### src/rtl/mips_dbg_pkg.sv
`default_nettype none
// ============================================================================
//  Module      : mips_dbg_pkg
//  Description : Shared constants and state encoding for the register
//                snapshot streamer (frame geometry, header byte, FSM states).
//  Revision    : 1.0 - initial release
// ============================================================================
package mips_dbg_pkg;

    // Default first byte of every frame
    localparam logic [7:0] c_header_default = 8'hA5;

    // Frame geometry: header + 33 big-endian words + checksum
    localparam int c_frame_bytes   = 134;
    localparam int c_payload_bytes = 132;

    // Index of the last payload byte; its transfer moves on to the checksum
    localparam logic [7:0] c_last_payload_idx = 8'(c_payload_bytes - 1);

    // Streamer FSM state encoding
    typedef logic [1:0] state_t;
    localparam state_t c_st_idle     = 2'd0;
    localparam state_t c_st_header   = 2'd1;
    localparam state_t c_st_payload  = 2'd2;
    localparam state_t c_st_checksum = 2'd3;

endpackage : mips_dbg_pkg
`default_nettype wire

### src/rtl/snapshot_buffer.sv
`default_nettype none
// ============================================================================
//  Module      : snapshot_buffer
//  Description : 33 x 32-bit capture register holding PC and r0..r31, with a
//                combinational big-endian byte read port addressed by the
//                payload byte index.
//  Revision    : 1.0 - initial release
// ============================================================================
module snapshot_buffer #(
    parameter int NUM_REGS = 32
) (
    input  logic                     clk,
    input  logic                     capture,
    input  logic [31:0]              pc_in,
    input  logic [32*NUM_REGS-1:0]   regs_flat,
    input  logic [7:0]               rd_idx,
    output logic [7:0]               rd_byte
);

    // Word 0 is the PC, words 1..NUM_REGS are r0..r(NUM_REGS-1)
    localparam logic [5:0] c_last_word = 6'(NUM_REGS);

    logic [31:0] r_words [0:NUM_REGS];
    logic [5:0]  w_word_sel;
    logic [31:0] w_word;

    // Capture the whole architectural state in one cycle; contents are
    // don't-care out of reset, so no reset is applied
    always_ff @(posedge clk) begin
        if (capture) begin
            r_words[0] <= pc_in;
            for (int i = 0; i < NUM_REGS; i++) begin
                r_words[i+1] <= regs_flat[32*i +: 32];
            end
        end
    end

    // Byte read: word = idx>>2, byte lane 3-(idx&3) so bits 31:24 go first;
    // indices past the last word read as zero
    always_comb begin
        w_word_sel = rd_idx[7:2];
        w_word     = 32'd0;
        if (w_word_sel <= c_last_word) begin
            w_word = r_words[w_word_sel];
        end
        case (rd_idx[1:0])
            2'd0:    rd_byte = w_word[31:24];
            2'd1:    rd_byte = w_word[23:16];
            2'd2:    rd_byte = w_word[15:8];
            default: rd_byte = w_word[7:0];
        endcase
    end

endmodule : snapshot_buffer
`default_nettype wire

### src/rtl/reg_snapshot_streamer.sv
`default_nettype none
// ============================================================================
//  Module      : reg_snapshot_streamer
//  Description : Captures PC + r0..r31 on request and streams a framed byte
//                sequence (header, 132 payload bytes, XOR checksum) over a
//                valid/ready interface. Requests while busy are counted.
//  Revision    : 1.0 - initial release
// ============================================================================
module reg_snapshot_streamer
    import mips_dbg_pkg::*;
#(
    parameter logic [7:0] HEADER   = c_header_default,
    parameter int         NUM_REGS = 32
) (
    input  logic                     clk,
    input  logic                     rst,
    input  logic [31:0]              pc_in,
    input  logic [32*NUM_REGS-1:0]   regs_flat,
    input  logic                     snap_req,
    output logic [7:0]               out_data,
    output logic                     out_valid,
    input  logic                     out_ready,
    output logic                     busy,
    output logic                     frame_done,
    output logic [7:0]               drop_cnt
);

    state_t     r_state;
    state_t     w_state_next;
    logic [7:0] r_idx;
    logic [7:0] r_csum;
    logic [7:0] r_out_data;
    logic       r_frame_done;
    logic [7:0] r_drop_cnt;

    logic       w_valid;
    logic       w_busy;
    logic       w_capture;
    logic       w_xfer;
    logic [7:0] w_rd_idx;
    logic [7:0] w_rd_byte;

    snapshot_buffer #(
        .NUM_REGS (NUM_REGS)
    ) u_snapshot_buffer (
        .clk       (clk),
        .capture   (w_capture),
        .pc_in     (pc_in),
        .regs_flat (regs_flat),
        .rd_idx    (w_rd_idx),
        .rd_byte   (w_rd_byte)
    );

    // State register
    always_ff @(posedge clk) begin
        if (!rst) begin
            r_state <= c_st_idle;
        end else begin
            r_state <= w_state_next;
        end
    end

    // Next-state logic: advance only on an accepted byte
    always_comb begin
        w_state_next = r_state;
        case (r_state)
            c_st_idle:     if (snap_req) w_state_next = c_st_header;
            c_st_header:   if (w_xfer)   w_state_next = c_st_payload;
            c_st_payload:  if (w_xfer && (r_idx == c_last_payload_idx))
                               w_state_next = c_st_checksum;
            c_st_checksum: if (w_xfer)   w_state_next = c_st_idle;
            default:       w_state_next = c_st_idle;
        endcase
    end

    // State-decoded outputs; valid and busy come straight from the state flops
    always_comb begin
        w_valid   = (r_state != c_st_idle);
        w_busy    = (r_state != c_st_idle);
        w_capture = (r_state == c_st_idle) && snap_req;
        w_xfer    = w_valid && out_ready;
        // Prefetch the byte that will be presented after the next transfer
        w_rd_idx  = (r_state == c_st_header) ? 8'd0 : (r_idx + 8'd1);
    end

    // Output byte register, payload index and running checksum
    always_ff @(posedge clk) begin
        if (!rst) begin
            r_out_data   <= 8'd0;
            r_idx        <= 8'd0;
            r_csum       <= 8'd0;
            r_frame_done <= 1'b0;
        end else begin
            r_frame_done <= 1'b0;
            case (r_state)
                c_st_idle: begin
                    if (snap_req) begin
                        r_out_data <= HEADER;
                        r_idx      <= 8'd0;
                        r_csum     <= 8'd0;
                    end
                end
                c_st_header: begin
                    if (w_xfer) begin
                        r_out_data <= w_rd_byte;
                        r_idx      <= 8'd0;
                    end
                end
                c_st_payload: begin
                    if (w_xfer) begin
                        r_csum <= r_csum ^ r_out_data;
                        r_idx  <= r_idx + 8'd1;
                        // Last payload byte: the checksum including it goes out next
                        if (r_idx == c_last_payload_idx) begin
                            r_out_data <= r_csum ^ r_out_data;
                        end else begin
                            r_out_data <= w_rd_byte;
                        end
                    end
                end
                c_st_checksum: begin
                    if (w_xfer) begin
                        r_out_data   <= 8'd0;
                        r_frame_done <= 1'b1;
                    end
                end
                default: begin
                    r_out_data <= 8'd0;
                end
            endcase
        end
    end

    // Saturating count of requests that arrive while a frame is in progress
    always_ff @(posedge clk) begin
        if (!rst) begin
            r_drop_cnt <= 8'd0;
        end else if (w_busy && snap_req && (r_drop_cnt != 8'hFF)) begin
            r_drop_cnt <= r_drop_cnt + 8'd1;
        end
    end

    assign out_data   = r_out_data;
    assign out_valid  = w_valid;
    assign busy       = w_busy;
    assign frame_done = r_frame_done;
    assign drop_cnt   = r_drop_cnt;

endmodule : reg_snapshot_streamer
`default_nettype wire

### config.mk
export PLATFORM = sky130hd
export DESIGN_NAME = reg_snapshot_streamer
export DESIGN_NICKNAME = d
export VERILOG_FILES = /design/src/rtl/mips_dbg_pkg.sv /design/src/rtl/snapshot_buffer.sv /design/src/rtl/reg_snapshot_streamer.sv
export SDC_FILE = /design/constraint.sdc
export NUM_CORES = 1
export LEC_CHECK = 0
export CORE_AREA = 2 2 415 417
export CTS_BUF_LIST = sky130_fd_sc_hd__clkbuf_8
export CTS_CLUSTER_SIZE = 8
export DETAILED_ROUTE_END_ITERATION = 7
export DIE_AREA = 0 0 417 419
export SYNTH_ARGS = -nofsm -noshare
export SYNTH_HDL_FRONTEND = slang
export SYNTH_HIERARCHICAL = 1
export SYNTH_SLANG_ARGS = --single-unit
### constraint.sdc
create_clock -name clk -period 27.8 [get_ports clk]
set_clock_uncertainty 0.15 [all_clocks]
set_input_delay 5.56 -clock clk [delete_from_list [all_inputs] [get_ports clk]]
set_output_delay 5.56 -clock clk [all_outputs]
set_load 0.01 [all_outputs]
==> flow_metrics.py <==
metrics = {
    "floorplan": {
        "dieArea_mm2": 0.1747,
        "dieHeight_um": 419,
        "die_w_um": 417,
        "io_pins": 1079,
        "num_rows": 152,
        "core_mm2": 0.1706,
        "initial_core_util_pct": 24.99,
    },
    "placement": {
        "place_congestion": 0.8325,
        "place_ws_ns": 16.47,
        "numPortBuffers": 1078,
        "dp_hpwl_um": 129500,
    },
    "clock_tree": {
        "clockBufferDepth": 3,
        "post-cts-setup-buffers": 0,
        "cts.repair.resized": 0,
        "cts-root-buf": "clkbuf_8",
        "cts_tree": "yes",
        "ctsHtreeMaxLevel": 4,
        "clkSlewWorstSetupHoldPaths_ns": 0.06,
        "clkSinkCount": 1091,
        "cts_hold_buf": 0,
        "cts_buffers": 191,
        "worst_skew_pair.late_latency_ns": 0.91,
    },
    "global_routing": {
        "grt_start_max_net_pins": 193,
        "grt_pass1_wl_um": 224000,
        "antenna_found_initial": 58,
        "grt_usage_pct": 19.16,
        "grt_pass1_vias": 26820,
        "grt_overflow": 0,
    },
    "finish": {
        "syn_to_final_growth_pct": 39.44,
        "fillers": 16140,
        "drive_above_1_share_pct": 14.65,
        "seqCellArea_mm2": 0.03241,
        "multiInputGateArea_mm2": 0.009430,
        "fin_nets": 4383,
    },
    "routing": {
        "wl_per_cell_um": 30.14,
        "routed-wl-met3_um": 13510,
        "vias": 26190,
        "top_layer": "met5",
        "vias_per_cell": 4.583,
        "initialDrtViolationCount": 2713,
        "wl_met1_um": 64260,
        "dr_wl_met2_um": 90220,
        "drt_pass1_iterations": 5,
        "drc_errors": 0,
        "ant_nets": 0,
        "routed_wl_um": 172200,
    },
    "synth": {
        "ys_seq_area_share_pct": 76.03,
        "syn_nets": 3180,
        "synthTopCellsByCount": "1056 x edfxtp_1, 178 x mux4_2, 148 x mux2i_1",
        "synth_area_mm2": 0.04263,
        "synth_top_area_share_pct": 74.38,
        "avgSynthCellArea_um2": 20.17,
        "synth_edf_count": 1056,
        "synth_cell_type_count": 71,
        "ys.flop_type": "edfxtp_1",
        "async_flop_share_pct": 0,
        "synth-seq-cells": 1091,
        "synth_area_leaders": "edfxtp_1 74%, mux4_2 9.4%, mux2i_1 3.5%",
        "yosysMostFrequentCell": "edfxtp_1",
        "yosysTopAreaCell": "edfxtp_1",
        "yosys_warnings": 6,
        "netlist_instances": 2114,
    },
    "timing": {
        "finalHoldViolCount": 0,
        "worst_slack_ns": 17.42,
        "worst_pin_slew_ns": 1.211,
        "min_period_ns": 10.38,
        "max-slew-margin-rel_pct": 19.27,
        "max_freq_mhz": 96.38,
        "slew_violations": 0,
        "hold_ws_ns": 0.3530,
        "setup_viol": 0,
        "rsz0062_at_grt": "no",
        "period_share_pct": 37.32,
        "final.setup.tns_ns": 0,
    },
    "worst_setup_path": {
        "cp-start-kind": "primary input",
        "cp.arrival_ns": 10.72,
        "critPathCapture": "u_snapshot_buffer/r_words[9][17]",
        "r2r_start": "r_state[1]",
        "reg2reg_to": "out_data[0]",
        "r2r_cells": 14,
        "end_kind": "register",
        "cp.required_ns": 28.14,
        "crit_type": "primary input to register",
        "crit_path_start": "snap_req",
        "crit_fanout": 172,
        "rrSetupSlack_ns": 21.35,
    },
    "pwr": {
        "p_leak_nw": 19.16,
        "ir_drop_mv": 0.04712,
        "p_per_area_mw_per_mm2": 74.18,
        "p_total_mw": 4.409,
    },
    "flow_run": {
        "cap_violations": 0,
    },
    "outcome": {
        "status": "completed",
    },
    "min_path": {
        "hold_class": "register to register",
    },
}
-- final cells by class --
class,count,share of cell area [%]
flip-flops and latches,1091,54.52
clock inverters,145,1.377
repair buffers,1132,18.92
multi-input cells,886,15.86
inverters,15,0.1095
diodes,20,0.08419
clock buffers,191,4.422
well taps,2233,4.700
-- cell usage in the layout, fill, tap and decap left out, types with 8 or more instances in the layout --
| cell type | instances |
|---|---|
| clkdlybuf4s50_1 | 1078 |
| edfxtp_1 | 1056 |
| clkbuf_8 | 191 |
| mux4_2 | 178 |
| mux2i_1 | 148 |
| nand2_1 | 75 |
| inv_1 | 71 |
| o22ai_1 | 60 |
| a21oi_1 | 54 |
| buf_4 | 50 |
| clkinv_1 | 48 |
| dfxtp_1 | 35 |
| nor2_1 | 31 |
| o21ai_0 | 28 |
| diode_2 | 20 |
| nor2b_1 | 16 |
| clkinv_2 | 16 |
| a22oi_1 | 16 |
| a31oi_1 | 14 |
| a211oi_1 | 13 |
| a21o_1 | 13 |
| mux2_2 | 12 |
| a22o_1 | 12 |
| a211o_1 | 12 |
| nor4_1 | 11 |
| nand3_1 | 10 |
| a2111oi_0 | 10 |
| mux4_1 | 10 |
| nand3b_1 | 9 |
| o221ai_1 | 9 |
| a2111oi_2 | 9 |
| nor3_1 | 8 |
| clkinvlp_4 | 8 |
| or4_1 | 8 |
-- per-stage QoR --
step | area (um^2) | instances | util, %
final | 59440 | 5713 | 34.85
after global routing | 59440 | 5710 | 34.84
after CTS | 59390 | 5693 | 34.82
after detailed placement | 55950 | 5357 | 32.80
after global placement | 55950 | 5357 | 32.80
after floorplan | 42630 | 2114 | -
-- logic make-up after synthesis --
logic type                 Yosys count  share of synthesized area [%]
AOI/OAI and AO/OA                  310                          5.154
and+or+nand+nor                    210                          2.471
buffers and inverters              137                          2.113
DFF                               1091                          76.03
xor gates and xnor gates            12                         0.2465
muxes                              348                          13.81
adders and majority gates            6                         0.1761
-- flip-flops by register name, summed over array words and instances (netlist names) --
signal	flops
r_state	2
u_snapshot_buffer/r_words	1056
frame_done	1
r_csum	8
r_idx	8
drop_cnt	8
out_data	8
-- critical path, cell delays in order --
cell	delay [ns]
clkdlybuf4s50_1	0.63
nand2_1	0.21
inv_8	0.60
buf_4	0.96
buf_12	0.73
buf_4	0.76
buf_4	0.87
-- power by group --
group          internal (mW)  leakage, nW  switching, mW
combinational          0.283         6.87          0.366
sequential              2.26         10.3          0.117
clock                  0.689         1.96          0.690
total                   3.24         19.2           1.17
-- worst min path at each step --
stage	slack (ns)	end	start	cells after the start
after CTS	0.35	r_csum[0]	r_csum[0]	2
final	0.35	r_state[1]	r_state[1]	2
after global placement	0.34	r_state[1]	r_state[1]	2
after global routing	0.38	r_state[1]	r_state[1]	2
after detailed placement	0.34	r_csum[0]	r_csum[0]	2
after floorplan	0.31	r_csum[1]	r_csum[1]	1
-- per-layer routing --
metal	vias up	track usage (%)
met5	-	0
met4	20	6.835
met3	223	5.159
met2	1307	33.55
met1	13330	22.48
li1	11310	-
No activity file was read; power rests on OpenSTA's default activity.
